--- config.mk ---
export PLATFORM = sky130hd
export DESIGN_NAME = axi_beat_gen_flat
export DESIGN_NICKNAME = d
export VERILOG_FILES = /design/src/rtl/axi_pkg.sv /design/src/rtl/axi_beat_gen_if.sv /design/src/rtl/axi_next_addr.sv /design/src/rtl/axi_beat_gen.sv /design/src/flat_wrapper.sv
export SDC_FILE = /design/constraint.sdc
export NUM_CORES = 1
export LEC_CHECK = 0
export ABC_AREA = 0
export CORE_ASPECT_RATIO = 0.6
export CORE_UTILIZATION = 45
export CTS_CLUSTER_SIZE = 14
export DETAILED_ROUTE_END_ITERATION = 16
export PLACE_DENSITY = 0.67
export SYNTH_ARGS = -nofsm -noshare
export SYNTH_HDL_FRONTEND = slang
export SYNTH_SLANG_ARGS = --single-unit
--- constraint.sdc ---
create_clock -name i_clk -period 8.8 [get_ports i_clk]
set_input_delay 2.2 -clock i_clk [delete_from_list [all_inputs] [get_ports i_clk]]
set_output_delay 2.2 -clock i_clk [all_outputs]
set_load 0.05 [all_outputs]
--- src/rtl/axi_pkg.sv ---
`default_nettype none
// +------------------------------------------------------------------+
// | axi_pkg : shared burst encodings, FSM states and helper function  |
// | Revision : 1.0                                                    |
// +------------------------------------------------------------------+
package axi_pkg;

  typedef enum logic [1:0] {
    BURST_FIXED = 2'b00,
    BURST_INCR  = 2'b01,
    BURST_WRAP  = 2'b10,
    BURST_RSVD  = 2'b11
  } burst_e;

  typedef enum logic {
    ST_IDLE = 1'b0,
    ST_RUN  = 1'b1
  } state_e;

  localparam int c_BOUNDARY_BITS = 12;

  function automatic logic wrap_len_ok(input logic [7:0] len);
    return (len == 8'd1) || (len == 8'd3) || (len == 8'd7) || (len == 8'd15);
  endfunction

endpackage
`default_nettype wire

--- src/rtl/axi_beat_gen_if.sv ---
`default_nettype none
// +------------------------------------------------------------------+
// | axi_beat_gen_if : command and beat handshake bundle               |
// | Revision : 1.0                                                    |
// +------------------------------------------------------------------+
interface axi_beat_gen_if #(
  parameter int AW  = 32,
  parameter int DW  = 32,
  parameter int IDW = 4
);
  localparam int DSZ = $clog2(DW / 8);
  localparam int LW  = (DSZ > 1) ? DSZ : 1;

  logic           i_cmd_valid;
  logic           o_cmd_ready;
  logic [IDW-1:0] i_cmd_id;
  logic [AW-1:0]  i_cmd_addr;
  logic [7:0]     i_cmd_len;
  logic [2:0]     i_cmd_size;
  logic [1:0]     i_cmd_burst;
  logic           o_beat_valid;
  logic           i_beat_ready;
  logic [IDW-1:0] o_beat_id;
  logic [AW-1:0]  o_beat_addr;
  logic [LW-1:0]  o_beat_lane;
  logic [7:0]     o_beat_idx;
  logic           o_beat_last;
  logic           o_beat_err;
  logic           o_busy;

  modport slave (
    input  i_cmd_valid, i_cmd_id, i_cmd_addr, i_cmd_len, i_cmd_size, i_cmd_burst,
    input  i_beat_ready,
    output o_cmd_ready,
    output o_beat_valid, o_beat_id, o_beat_addr, o_beat_lane, o_beat_idx,
    output o_beat_last, o_beat_err, o_busy
  );

  modport master (
    output i_cmd_valid, i_cmd_id, i_cmd_addr, i_cmd_len, i_cmd_size, i_cmd_burst,
    output i_beat_ready,
    input  o_cmd_ready,
    input  o_beat_valid, o_beat_id, o_beat_addr, o_beat_lane, o_beat_idx,
    input  o_beat_last, o_beat_err, o_busy
  );
endinterface
`default_nettype wire

--- src/rtl/axi_next_addr.sv ---
`default_nettype none
// +------------------------------------------------------------------+
// | axi_next_addr : combinational next-beat address and byte lane     |
// | Revision : 1.0                                                    |
// +------------------------------------------------------------------+
module axi_next_addr
  import axi_pkg::*;
#(
  parameter int AW = 32,
  parameter int DW = 32
) (
  input  logic [AW-1:0]                            i_addr,
  input  logic [2:0]                               i_size,
  input  logic [7:0]                               i_len,
  input  burst_e                                   i_burst,
  output logic [AW-1:0]                            o_next_addr,
  output logic                                     o_cross,
  output logic [(($clog2(DW/8) > 1) ? $clog2(DW/8) : 1)-1:0] o_lane
);
  localparam int DSZ   = $clog2(DW / 8);
  localparam int c_LSW = c_BOUNDARY_BITS + 1;
  localparam logic [AW-1:0] c_LOW_MASK = AW'((1 << c_BOUNDARY_BITS) - 1);

  logic [AW-1:0]    w_inc;
  logic [AW-1:0]    w_align_mask;
  logic [AW-1:0]    w_aligned;
  logic [AW-1:0]    w_sum;
  logic [AW-1:0]    w_wrap_mask;
  logic [c_LSW-1:0] w_low_sum;

  always_comb begin
    w_inc        = AW'(1) << i_size;
    w_align_mask = w_inc - AW'(1);
    w_aligned    = i_addr & ~w_align_mask;
    w_sum        = w_aligned + w_inc;
    w_wrap_mask  = ((AW'(i_len) + AW'(1)) << i_size) - AW'(1);
    // The extra top bit of the low-page sum is the carry into the 4 KB page
    w_low_sum    = {1'b0, w_aligned[c_BOUNDARY_BITS-1:0]} + c_LSW'(w_inc[7:0]);
    o_cross      = 1'b0;
    case (i_burst)
      BURST_FIXED: o_next_addr = i_addr;
      BURST_WRAP:  o_next_addr = (i_addr & ~w_wrap_mask) | (w_sum & w_wrap_mask);
      default: begin
        o_next_addr = (i_addr & ~c_LOW_MASK) | AW'(w_low_sum[c_BOUNDARY_BITS-1:0]);
        o_cross     = w_low_sum[c_BOUNDARY_BITS];
      end
    endcase
  end

  generate
    if (DSZ == 0) begin : g_lane_none
      assign o_lane = '0;
    end else begin : g_lane_bits
      assign o_lane = i_addr[DSZ-1:0];
    end
  endgenerate

endmodule
`default_nettype wire

--- src/rtl/axi_beat_gen.sv ---
`default_nettype none
// +------------------------------------------------------------------+
// | axi_beat_gen : queued AXI burst command to per-beat address gen   |
// | Revision : 1.0                                                    |
// +------------------------------------------------------------------+
module axi_beat_gen
  import axi_pkg::*;
#(
  parameter int AW     = 32,
  parameter int DW     = 32,
  parameter int IDW    = 4,
  parameter int QDEPTH = 2
) (
  input  logic          i_clk,
  input  logic          i_rst_n,
  axi_beat_gen_if.slave bus
);
  localparam int DSZ = $clog2(DW / 8);
  localparam int LW  = (DSZ > 1) ? DSZ : 1;
  localparam int PW  = $clog2(QDEPTH);
  localparam int CW  = PW + 1;

  typedef struct packed {
    logic [IDW-1:0] id;
    logic [AW-1:0]  addr;
    logic [7:0]     len;
    logic [2:0]     size;
    burst_e         burst;
  } cmd_t;

  cmd_t           mem_q [QDEPTH];
  logic [PW-1:0]  wr_ptr_q, wr_ptr_d;
  logic [PW-1:0]  rd_ptr_q, rd_ptr_d;
  logic [CW-1:0]  count_q, count_d;
  logic           rdy_en_q, rdy_en_d;
  state_e         state_q, state_d;
  logic           valid_q, valid_d;
  logic           last_q, last_d;
  logic           err_q, err_d;
  logic [IDW-1:0] id_q, id_d;
  logic [AW-1:0]  addr_q, addr_d;
  logic [7:0]     idx_q, idx_d;
  logic [7:0]     len_q, len_d;
  logic [2:0]     size_q, size_d;
  burst_e         burst_q, burst_d;

  cmd_t           w_head;
  cmd_t           w_push_cmd;
  logic           w_full, w_empty, w_push, w_pop, w_beat_hs;
  logic           w_head_err, w_cross;
  logic [AW-1:0]  w_next_addr;
  logic [LW-1:0]  w_lane;

  axi_next_addr #(.AW(AW), .DW(DW)) u_next_addr (
    .i_addr      (addr_q),
    .i_size      (size_q),
    .i_len       (len_q),
    .i_burst     (burst_q),
    .o_next_addr (w_next_addr),
    .o_cross     (w_cross),
    .o_lane      (w_lane)
  );

  always_comb begin
    w_full     = (count_q == CW'(QDEPTH));
    w_empty    = (count_q == '0);
    w_push     = bus.i_cmd_valid && bus.o_cmd_ready;
    w_beat_hs  = valid_q && bus.i_beat_ready;
    w_push_cmd = '{id: bus.i_cmd_id, addr: bus.i_cmd_addr, len: bus.i_cmd_len,
                   size: bus.i_cmd_size, burst: burst_e'(bus.i_cmd_burst)};
    w_head     = mem_q[rd_ptr_q];
    w_head_err = (w_head.size > 3'(DSZ)) || (w_head.burst == BURST_RSVD) ||
                 (w_head.burst == BURST_WRAP && !wrap_len_ok(w_head.len)) ||
                 (w_head.burst == BURST_FIXED && w_head.len > 8'd15);
    // Popping on the last handshake is what gives back-to-back bursts no bubble
    w_pop      = !w_empty && ((state_q == ST_IDLE) || (w_beat_hs && last_q));

    rdy_en_d = 1'b1;
    wr_ptr_d = w_push ? wr_ptr_q + PW'(1) : wr_ptr_q;
    rd_ptr_d = w_pop  ? rd_ptr_q + PW'(1) : rd_ptr_q;
    count_d  = count_q + CW'(w_push) - CW'(w_pop);
    state_d  = state_q;
    valid_d  = valid_q;
    last_d   = last_q;
    err_d    = err_q;
    id_d     = id_q;
    addr_d   = addr_q;
    idx_d    = idx_q;
    len_d    = len_q;
    size_d   = size_q;
    burst_d  = burst_q;

    if (w_pop) begin
      state_d = ST_RUN;
      valid_d = 1'b1;
      id_d    = w_head.id;
      addr_d  = w_head.addr;
      idx_d   = 8'd0;
      len_d   = w_head.len;
      size_d  = w_head.size;
      last_d  = (w_head.len == 8'd0);
      err_d   = w_head_err;
      burst_d = w_head_err ? BURST_INCR : w_head.burst;
    end else if (w_beat_hs) begin
      if (last_q) begin
        state_d = ST_IDLE;
        valid_d = 1'b0;
      end else begin
        addr_d = w_next_addr;
        idx_d  = idx_q + 8'd1;
        last_d = ((idx_q + 8'd1) == len_q);
        err_d  = err_q | w_cross;
      end
    end
  end

  always_ff @(posedge i_clk) begin
    if (w_push) mem_q[wr_ptr_q] <= w_push_cmd;
  end

  always_ff @(posedge i_clk or negedge i_rst_n) begin
    if (!i_rst_n) begin
      wr_ptr_q <= '0;
      rd_ptr_q <= '0;
      count_q  <= '0;
      rdy_en_q <= 1'b0;
      state_q  <= ST_IDLE;
      valid_q  <= 1'b0;
      last_q   <= 1'b0;
      err_q    <= 1'b0;
      id_q     <= '0;
      addr_q   <= '0;
      idx_q    <= '0;
      len_q    <= '0;
      size_q   <= '0;
      burst_q  <= BURST_FIXED;
    end else begin
      wr_ptr_q <= wr_ptr_d;
      rd_ptr_q <= rd_ptr_d;
      count_q  <= count_d;
      rdy_en_q <= rdy_en_d;
      state_q  <= state_d;
      valid_q  <= valid_d;
      last_q   <= last_d;
      err_q    <= err_d;
      id_q     <= id_d;
      addr_q   <= addr_d;
      idx_q    <= idx_d;
      len_q    <= len_d;
      size_q   <= size_d;
      burst_q  <= burst_d;
    end
  end

  assign bus.o_cmd_ready  = rdy_en_q && !w_full;
  assign bus.o_beat_valid = valid_q;
  assign bus.o_beat_id    = id_q;
  assign bus.o_beat_addr  = addr_q;
  assign bus.o_beat_lane  = w_lane;
  assign bus.o_beat_idx   = idx_q;
  assign bus.o_beat_last  = last_q;
  assign bus.o_beat_err   = err_q;
  assign bus.o_busy       = !w_empty || (state_q == ST_RUN);

endmodule
`default_nettype wire

--- src/flat_wrapper.sv ---
// flat-port wrapper written by rule: the top's interface ports become plain ports
module axi_beat_gen_flat import axi_pkg::*;
#(
  parameter int AW     = 32,
  parameter int DW     = 32,
  parameter int IDW    = 4,
  parameter int QDEPTH = 2
)
  (i_clk, i_rst_n, bus_i_cmd_valid, bus_i_cmd_id, bus_i_cmd_addr, bus_i_cmd_len, bus_i_cmd_size, bus_i_cmd_burst, bus_i_beat_ready, bus_o_cmd_ready, bus_o_beat_valid, bus_o_beat_id, bus_o_beat_addr, bus_o_beat_lane, bus_o_beat_idx, bus_o_beat_last, bus_o_beat_err, bus_o_busy);
  axi_beat_gen_if #(.AW(AW), .DW(DW), .IDW(IDW)) bus_i ();
  input  logic i_clk;
  input  logic i_rst_n;
  input wire logic [$bits(bus_i.i_cmd_valid)-1:0] bus_i_cmd_valid;
  input wire logic [$bits(bus_i.i_cmd_id)-1:0] bus_i_cmd_id;
  input wire logic [$bits(bus_i.i_cmd_addr)-1:0] bus_i_cmd_addr;
  input wire logic [$bits(bus_i.i_cmd_len)-1:0] bus_i_cmd_len;
  input wire logic [$bits(bus_i.i_cmd_size)-1:0] bus_i_cmd_size;
  input wire logic [$bits(bus_i.i_cmd_burst)-1:0] bus_i_cmd_burst;
  input wire logic [$bits(bus_i.i_beat_ready)-1:0] bus_i_beat_ready;
  output wire logic [$bits(bus_i.o_cmd_ready)-1:0] bus_o_cmd_ready;
  output wire logic [$bits(bus_i.o_beat_valid)-1:0] bus_o_beat_valid;
  output wire logic [$bits(bus_i.o_beat_id)-1:0] bus_o_beat_id;
  output wire logic [$bits(bus_i.o_beat_addr)-1:0] bus_o_beat_addr;
  output wire logic [$bits(bus_i.o_beat_lane)-1:0] bus_o_beat_lane;
  output wire logic [$bits(bus_i.o_beat_idx)-1:0] bus_o_beat_idx;
  output wire logic [$bits(bus_i.o_beat_last)-1:0] bus_o_beat_last;
  output wire logic [$bits(bus_i.o_beat_err)-1:0] bus_o_beat_err;
  output wire logic [$bits(bus_i.o_busy)-1:0] bus_o_busy;
  assign bus_i.i_cmd_valid = bus_i_cmd_valid;
  assign bus_i.i_cmd_id = bus_i_cmd_id;
  assign bus_i.i_cmd_addr = bus_i_cmd_addr;
  assign bus_i.i_cmd_len = bus_i_cmd_len;
  assign bus_i.i_cmd_size = bus_i_cmd_size;
  assign bus_i.i_cmd_burst = bus_i_cmd_burst;
  assign bus_i.i_beat_ready = bus_i_beat_ready;
  assign bus_o_cmd_ready = bus_i.o_cmd_ready;
  assign bus_o_beat_valid = bus_i.o_beat_valid;
  assign bus_o_beat_id = bus_i.o_beat_id;
  assign bus_o_beat_addr = bus_i.o_beat_addr;
  assign bus_o_beat_lane = bus_i.o_beat_lane;
  assign bus_o_beat_idx = bus_i.o_beat_idx;
  assign bus_o_beat_last = bus_i.o_beat_last;
  assign bus_o_beat_err = bus_i.o_beat_err;
  assign bus_o_busy = bus_i.o_busy;
  axi_beat_gen #(.AW(AW), .DW(DW), .IDW(IDW), .QDEPTH(QDEPTH)) u_core (.i_clk(i_clk), .i_rst_n(i_rst_n), .bus(bus_i));
endmodule
Word level (Yosys, flattened, before mapping). Memory sizes are Yosys's and may differ from the RTL's. Cells that the tools add are included. Widths: inputs -> output; s select.

Reductions and logical operators: 28. Divide/modulo/power cells: 0. Bitwise operators: 9. Order comparisons: 2. Equal/unequal tests: 11. Multiplexer cells: 20. Add/subtract/negate cells: 10. Multiply operators: 0. Shift operators: 2.

Operators with widths (number): $and 32x32->32 (3); $mux 32 (3); $not 32->32 (2); $pmux 32 s2 (1); $sub 32x1->32 const B (2); $add 32x32->32 (1); $or 32x12->32 (1); $or 32x32->32 (1); $shl 1x3->32 const A (1); $shl 9x3->32 (1); $mux 8 (3); $add 12x8->13 (1); $mux 1 (12); $add 8x1->9 const B (1); $add 8x1->8 const B (1); $eq 2x2->1 const B (4); $eq 8x1->1 const B (1); $eq 8x2->1 const B (1); $eq 8x3->1 const B (1); $eq 8x4->1 const B (1); $eq 8x8->1 (1); $gt 8x4->1 const B (1); $logic_not 8->1 (1); $logic_or 1x1->1 (8); 16 further kinds (29).

Flip-flop bits (word level): 65. Bits in writable memories: 98. Memories: 1. Bits in read-only memories: 0. Latch bits: 0.

Memory list: u_core.mem_q (words 2, bits a word 49, read ports 1, clocked after memory_dff 0, write ports 1, RTL line axi_beat_gen.sv:31) `cmd_t mem_q [QDEPTH];`.

Depth between registers and ports, before layout. Gate-level depths: netlist of run 1.

Word-level depth: 11. Gate-level depth with buffers: 17.

Modules after synthesis. Synthesis of run 1 repeated with hierarchy kept, for this count alone.

Cell total of the unflattened synthesis: 847. Area, all modules: 9251.4 µm².

Modules (own cells, without submodules): axi_beat_gen (area an instance 6463.7 µm², instances 1, cells each 439, seq. area each 4569.4 µm²); axi_next_addr (area an instance 2787.7 µm², instances 1, cells each 408, seq. area each 0.0 µm²).

Least setup slack after synthesis of run 1. Ideal clock, no wire load.

Path type: input port to flip-flop. Start point: input bus_i_cmd_valid. End point: memory u_core.mem_q[0][0] (netlist bit) (enable). Library setup time: 0.456 ns. Data required time: 8.344 ns. Cell stages on the path: 2. Path buffers: 0. Slack: 3.919 ns. Arrival: 4.426 ns. Cells stage by stage: nand2_1 nor2_1.

Longest elaborated chain between the ends: 3.

RTL lines: start: declaration (RTL line flat_wrapper.sv:13) `input wire logic [$bits(bus_i.i_cmd_valid)-1:0] bus_i_cmd_valid;`; $logic_and 1x1->1 (RTL line axi_beat_gen.sv:67) `w_push = bus.i_cmd_valid && bus.o_cmd_ready;`; $mux 1 (RTL line axi_beat_gen.sv:118) `if (w_push) mem_q[wr_ptr_q] <= w_push_cmd;`; $mux 1 (not written as such) (RTL line axi_beat_gen.sv:118); end: declaration (RTL line axi_beat_gen.sv:31).

No other way between the ends.

Worst setup path in the final report of run 1.
Start point: input bus_i_beat_ready. End point: register u_core.addr_q[13] (netlist: u_core.bus.o_beat_addr[13]).

Longest elaborated chain between the ends: 6. Elaborated cells between the ends (all ways): 9.

RTL lines: start: declaration (RTL line flat_wrapper.sv:19) `input wire logic [$bits(bus_i.i_beat_ready)-1:0] bus_i_beat_ready;`; $logic_and 1x1->1 (*) (RTL line axi_beat_gen.sv:68) `w_beat_hs = valid_q && bus.i_beat_ready;`; $logic_and 1x1->1 (RTL line axi_beat_gen.sv:76) `w_pop = !w_empty && ((state_q == ST_IDLE) || (w_beat_hs && last_q));`; $logic_or 1x1->1 (RTL line axi_beat_gen.sv:76); $logic_and 1x1->1 (RTL line axi_beat_gen.sv:76); $ne 2x1->1 (no source line) (tied with other cells); $reduce_and 3->1 (no source line); end signal: assignment (RTL line axi_beat_gen.sv:147) `addr_q <= addr_d;`; end: declaration (RTL line axi_beat_gen.sv:41) `logic [AW-1:0] addr_q, addr_d;`.

Every way passes the cells marked *; elsewhere a longest branch is shown, timed or not. A chain may end at the register's enable or synchronous reset.

==> run_results.csv, run 1 <==
group,metric,value,unit
clock_tree,cts_hold_buf,0,
power_and_ir_drop,switching_share,29.9,%
global_route,use_met1,39.2,%
floorplan,die_y,113,µm
setup_path,crit_path_start_kind,"input pin",
layout,layout_commonest_cell,"clkdlybuf4s50_1",
synthesis,netlist_area,9290,µm²
floorplan,boundaryPins,104,
placed_design,place_hpwl,17700,µm
global_route,global_route.usage.total,24.2,%
placed_design,port_buffers,103,
global_route,met3_usage,7.44,%
clock_tree,cts_resized,0,
floorplan,rows,40,
power_and_ir_drop,power.switching,0.000607,W
routing,wl,25100,µm
global_route,use_met2,30.5,%
layout,post_route_cells_drive_above_1_share,8.22,%
layout,finalInstanceArea,11100,µm²
global_route,overflow,0,
sta,tightest_slew,1.09,ns
global_route,grt_pass1_vias,6738,
synthesis,syn_area_per_cell,10.2,µm²
global_route,busiest_layer,"met1",
routing,avgRoutedWirePerCell,19.8,µm
placed_design,gp_congestion,0.883,
setup_path,crit_type,"in -> reg",
floorplan,core-area,20100,µm²
floorplan,die_area,21200,µm²
placed_design,place_area,10500,µm²
synthesis,synthArstFlopShare,39.9,%
power_and_ir_drop,pwr-share-comb,16.3,%
setup_path,cp.required,9.18,ns
sta,max-slew-margin-rel,26.9,%
clock_tree,clockBufferDepth,2,
routing,ant_nets,0,
clock_tree,cts_root_buf,"clkbuf_16",
sta,slew_viol_final,0,
layout,syn2layout_area_growth,19.1,%
synthesis,syn-num-nets,974,
power_and_ir_drop,peakVddDrop,0.112,mV
clock_tree,htree_levels,4,
power_and_ir_drop,p_clk_share,36.6,%
status,status,"completed",
clock_tree,tritoncts,"done",
global_route,grt_max_degree,77,
synthesis,syn_inst,910,
layout,nets,1048,
power_and_ir_drop,internal-power,0.00143,W
layout,n_fill_cell,1774,
sta,finalCritPeriodShare,62.2,%
synthesis,yosysSeqAreaShare,49.2,%
setup_path,crit_path_max_fanout,76,
sta,rsz0062_at_grt,"false",
sta,setup_viol,0,
synthesis,ys_types,89,
floorplan,die_w,187,µm
floorplan,start_util,46.2,%
sta,fmax,183,MHz
global_route,grt_pass1_wl,39300,µm
worst_hold_path,hold_path.class,"reg -> reg",
sta,period_minus_slack,5.47,ns
routing,firstDrtPassIters,5,
layout,antennaDiodeCount,0,
power_and_ir_drop,p_seq_share,47.1,%
routing,vias_per_cell,5.97,
synthesis,ys_seq_elements,163,
clock_tree,clock-sinks,163,
sta,fin_worst_skew,0.0104,ns
sta,hold_viol,0,
clock_tree,cts_made_buffers,17,
sta,fin_setup_tns,0,ns
synthesis,synth_edf_count,98,
run,maxCapViolCount,0,
routing,drc,0,
routing,vias,7576,
power_and_ir_drop,cellLeakagePower,4.33,nW
routing,drtIter0Drc,861,
clock_tree,clkTransAtPathRegs,0.07,ns
setup_path,worstPathArrival,5.85,ns
clock_tree,cts_setup_buffers,0,
clock_tree,clkLatencyLatePin,0.44,ns
global_route,grt_antenna_before_repair,2,
synthesis,synth_warnings,0,
setup_path,cp-end-kind,"register",
power_and_ir_drop,p_per_area,184,nW/µm²
synthesis,ys.flop_type,"edfxtp_1",
layout,mostFrequentLayoutCells,"102 x clkdlybuf4s50_1, 98 x edfxtp_1, 95 x nand2_1",
[per-layer routing]
| layer | vias to the layer above | share of wire [%] |
|---|---|---|
| met4 | 0 | 0.97 |
| met2 | 349 | 39 |
| met3 | 16 | 11 |
| met1 | 3632 | 49 |
| li1 | 3579 | - |
| met5 | - | 0 |
[worst max-delay path: stages]
cell,delay [ns]
clkdlybuf4s50_1,0.41
a21boi_0,0.20
or2_2,0.14
buf_4,0.62
clkinv_1,0.76
nor2_1,0.70
buf_4,0.32
nand2_1,0.07
o21ai_0,0.09
a31oi_1,0.07
o211a_1,0.14
nand2_1,0.06
[area by class of cell]
cell class | count | area [µm²] | area share (%)
inverters | 18 | 67.6 | 0.611
clock inverters | 14 | 160 | 1.45
well taps | 273 | 342 | 3.09
flip-flops and latches | 163 | 4570 | 41.3
repair buffers | 113 | 1100 | 9.95
multi-input cells | 671 | 4390 | 39.7
clock buffers | 18 | 429 | 3.88
[power groups by stage]
stage / Combinational, W / Sequential [W] / Clock, W
detailed placement: 0.000331 / 0.000970 / 0
CTS: 0.000332 / 0.000955 / 0.000756
global route: 0.000360 / 0.000965 / 0.000789
finish: 0.000332 / 0.000957 / 0.000743
global placement: 0.000329 / 0.000970 / 0
floorplan: 0.000146 / 0.00102 / 0
[synth_stat cells (4+ instances only)]
| cell type | number | share of area [%] |
|---|---|---|
| mux2i_1 | 46 | 5.0 |
| xor2_1 | 19 | 1.8 |
| dfrtp_1 | 65 | 18 |
| a211oi_1 | 15 | 1.2 |
| o22ai_1 | 4 | 0.27 |
| o21ai_0 | 42 | 2.3 |
| nand2_1 | 95 | 3.8 |
| a221oi_1 | 4 | 0.38 |
| clkbuf_1 | 28 | 1.1 |
| a21boi_1 | 5 | 0.40 |
| nor3b_1 | 7 | 0.57 |
| or2_2 | 6 | 0.40 |
| a31oi_1 | 9 | 0.61 |
| a21boi_0 | 4 | 0.32 |
| a21oi_1 | 44 | 2.4 |
| edfxtp_1 | 98 | 32 |
| inv_1 | 15 | 0.61 |
| o2111ai_1 | 8 | 0.75 |
| or3_1 | 10 | 0.67 |
| mux2_2 | 7 | 0.85 |
| nor2b_1 | 9 | 0.61 |
| buf_2 | 15 | 0.81 |
| nand4_1 | 17 | 1.1 |
| o211ai_1 | 11 | 0.89 |
| o221ai_1 | 9 | 0.85 |
| o21ai_1 | 13 | 0.70 |
| nor3_1 | 25 | 1.3 |
| o31ai_1 | 6 | 0.49 |
| buf_1 | 9 | 0.36 |
| nand2b_1 | 12 | 0.81 |
| nor4_1 | 8 | 0.54 |
| nor2_1 | 66 | 2.7 |
| nand3_1 | 38 | 2.0 |
| xnor2_1 | 24 | 2.3 |
| ha_1 | 11 | 1.5 |
| o21a_1 | 5 | 0.40 |
| and3_1 | 12 | 0.81 |
| buf_4 | 4 | 0.32 |
| and2_1 | 10 | 0.67 |
| or4_1 | 4 | 0.32 |
[registers in the layout, indices dropped and copies added, names as in the netlist, named ones only]
| signal | cells |
|---|---|
| u_core.burst_q | 2 |
| u_core.rd_ptr_q | 1 |
| u_core.len_q | 8 |
| u_core.bus.o_beat_idx | 8 |
| u_core.count_q | 2 |
| u_core.state_q | 1 |
| u_core.bus.o_beat_err | 1 |
| u_core.rdy_en_q | 1 |
| u_core.mem_q | 98 |
| u_core.bus.o_beat_id | 4 |
| u_core.size_q | 3 |
| u_core.bus.o_beat_last | 1 |
| u_core.wr_ptr_q | 1 |
| u_core.bus.o_beat_addr | 20 |
[metrics by stage]
step	instances	power [W]	setup WS [ns]	hold WS, ns	utilization (%)
3_3_place_gp	1238	0.00130	3.08	0.497	52.1
3_5_place_dp	1238	0.00130	2.96	0.497	52.1
5_1_grt	1270	0.00211	3.11	0.541	55.0
2_1_floorplan	910	0.00116	3.92	0.461	-
6_report	1270	0.00203	3.33	0.507	55.0
4_1_cts	1270	0.00204	3.41	0.514	55.0
[kinds of logic after synthesis]
family / synth area share, %
fa+ha+maj: 1.48
buf+inv: 3.60
simple gates: 18.8
compound gates: 16.6
xor+xnor: 4.06
mux: 6.17
flops: 49.2
other cells: 0.0404
[worst paths after layout]
check | start | to | slack, ns | cells past startpoint
max in group asynchronous | i_rst_n | u_core.rd_ptr_q | 6.19 | 2
max | bus_i_beat_ready | u_core.bus.o_beat_addr[13] | 3.33 | 12
min | u_core.bus.o_beat_id[2] | u_core.bus.o_beat_id[2] | 0.51 | 2
min reg2reg | u_core.bus.o_beat_id[2] | u_core.bus.o_beat_id[2] | 0.51 | 2
min in group asynchronous | i_rst_n | u_core.bus.o_beat_id[0] | 1.97 | 2
max reg2reg | u_core.len_q[0] | u_core.bus.o_beat_addr[31] | 4.48 | 15
No activity file was read; power rests on OpenSTA's default activity.
==> run 2: changes to the inputs <==
==> constraint.sdc (replaced) <==
create_clock -name i_clk -period 5.7 [get_ports i_clk]
set_input_delay 1.425 -clock i_clk [delete_from_list [all_inputs] [get_ports i_clk]]
set_output_delay 1.425 -clock i_clk [all_outputs]
set_load 0.05 [all_outputs]
==> run 2 against run 1 <==
Against the previous run:
- clock power increased by 55%
- final cell count increased by 0.39%
- wire length increased by 2.5%
- critical endpoint is now u_core.bus.o_beat_addr[30]
==> run_results.csv, run 2 (same netlist as run 1, synthesis figures left out) <==
group,metric,value,unit
clock_tree,clockBufferDepth,2,
layout,n_fill_cell,1742,
routing,wl,25700,µm
sta,setup_viol,0,
power_and_ir_drop,p_per_area,282,nW/µm²
power_and_ir_drop,peakVddDrop,0.187,mV
clock_tree,cts_hold_buf,0,
global_route,grt_pass1_wl,40500,µm
global_route,grt_pass1_vias,6976,
floorplan,core-area,20100,µm²
setup_path,cp_num_buf_inv,2,
layout,utilization,55.2,%
setup_path,critPathMaxStageDelay,0.60,ns
clock_tree,cts_root_buf,"clkbuf_16",
routing,ant_nets,0,
placed_design,port_buffers,103,
setup_path,cp.required,6.01,ns
setup_path,cp-end-kind,"register",
clock_tree,clock-sinks,163,
clock_tree,cts_resized,0,
clock_tree,clkLatencyLatePin,0.43,ns
routing,avgRoutedWirePerCell,20.2,µm
setup_path,crit_type,"reg -> reg",
sta,rsz0062_at_grt,"false",
global_route,overflow,0,
sta,hold_viol,0,
floorplan,boundaryPins,104,
run,maxCapViolCount,0,
setup_path,worstPathArrival,4.59,ns
clock_tree,cts_made_buffers,17,
floorplan,die_area,21200,µm²
sta,tightest_slew,0.914,ns
clock_tree,htree_levels,4,
clock_tree,tritoncts,"done",
setup_path,crit_chain,"buf_4, nor3_1, inv_1, ha_1, or4bb_1, o31ai_1, o221a_2, o2111ai_1, a21oi_1, nand4_1, a31o_1, a211o_1",
layout,mostFrequentLayoutCells,"102 x clkdlybuf4s50_1, 98 x edfxtp_1, 95 x nand2_1",
setup_path,crit_path_start_kind,"register",
routing,drtIter0Drc,1055,
clock_tree,clkTransAtPathRegs,0.07,ns
setup_path,crit_path_max_fanout,29,
sta,max-slew-margin-rel,39.0,%
setup_path,cp_top_family,"compound AO/OA/AOI/OAI gates",
floorplan,start_util,46.2,%
placed_design,place_hpwl,18400,µm
layout,layout_commonest_cell,"clkdlybuf4s50_1",
sta,fin_setup_tns,0,ns
global_route,grt_max_degree,76,
layout,syn2layout_area_growth,19.6,%
global_route,grt_antenna_before_repair,1,
clock_tree,cts_setup_buffers,0,
status,status,"completed",
power_and_ir_drop,cellLeakagePower,4.37,nW
global_route,global_route.usage.total,24.8,%
routing,vias_per_cell,5.99,
setup_path,slowest_stage,"dfrtp_1",
sta,fmax,234,MHz
placed_design,gp_congestion,0.967,
floorplan,die_y,113,µm
floorplan,rows,40,
layout,largest_register,"u_core.mem_q",
routing,firstDrtPassIters,5,
placed_design,place_worst_setup_slack,1.55,ns
layout,nets,1052,
sta,fin_worst_skew,0.0158,ns
worst_hold_path,hold_path.class,"reg -> reg",
sta,finalCritPeriodShare,75.0,%
sta,period_minus_slack,4.28,ns
sta,hold_slack,0.498,ns
layout,post_route_cells_drive_above_1_share,8.69,%
routing,drc,0,
sta,fin_ws,1.42,ns
power_and_ir_drop,p_total,0.00313,W
sta,slew_viol_final,0,
setup_path,r2r_slack,1.42,ns
layout,largest_reg_flops,98,
floorplan,die_w,187,µm
routing,vias,7634,
==> run 2: changes by cell type in the layout (fill, tap and decap cells not counted), sizes merged <==
cell,previous run,this run
buf,11,15
bufinv,1,0
clkinv,3,7
clkinvlp,3,1
diode,0,1
inv,25,24
==> run 2: worst reg2reg max path, cell delays in order (launching register included) <==
cell	delay [ns]
dfrtp_1	0.60
buf_4	0.35
nor3_1	0.37
inv_1	0.09
ha_1	0.34
or4bb_1	0.55
o31ai_1	0.09
o221a_2	0.27
o2111ai_1	0.18
a21oi_1	0.56
nand4_1	0.23
a31o_1	0.27
a211o_1	0.28
==> run 2: worst paths after layout <==
path                       cells after the start               startpoint                          to
max in group asynchronous                      2                  i_rst_n             u_core.rd_ptr_q
hold reg to reg                                2  u_core.bus.o_beat_id[2]     u_core.bus.o_beat_id[2]
setup / recovery                              12         u_core.size_q[1]  u_core.bus.o_beat_addr[30]
setup reg to reg                              12         u_core.size_q[1]  u_core.bus.o_beat_addr[30]
hold / removal                                 2  u_core.bus.o_beat_id[2]     u_core.bus.o_beat_id[2]
min in group asynchronous                      2                  i_rst_n     u_core.bus.o_beat_id[1]
==> run 2: per-stage QoR <==
stage / instances / instance area [µm²]
2_1_floorplan: 910 / 9290
3_3_place_gp: 1242 / 10500
3_5_place_dp: 1242 / 10500
4_1_cts: 1274 / 11100
5_1_grt: 1274 / 11100
6_report: 1275 / 11100
==> run 2: report_power, final <==
part,internal [W],switching [W]
sequential,0.00139,0.0000799
clock,0.000600,0.000547
combinational,0.000183,0.000323
==> run 2: area by class of cell <==
type | instances | area, µm² | area share [%]
Timing Repair Buffer | 117 | 1130 | 10.2
Sequential cell | 163 | 4570 | 41.2
Tap cell | 273 | 342 | 3.08
Multi-Input combinational cell | 671 | 4390 | 39.6
Clock inverter | 14 | 158 | 1.42
Antenna cell | 1 | 2.50 | 0.0225
Clock buffer | 18 | 439 | 3.96
Inverter | 18 | 67.6 | 0.609
==> run 2: metal layers <==
| layer | up-vias | global-route usage, % | part of all wire [%] | wire length [µm] |
|---|---|---|---|---|
| li1 | 3592 | - | - | - |
| met1 | 3633 | 39.0 | 50 | 12800 |
| met2 | 384 | 30.8 | 37 | 9580 |
| met3 | 25 | 10.2 | 12 | 3100 |
| met4 | 0 | 4.93 | 0.91 | 233 |
| met5 | - | 0 | 0 | 0 |
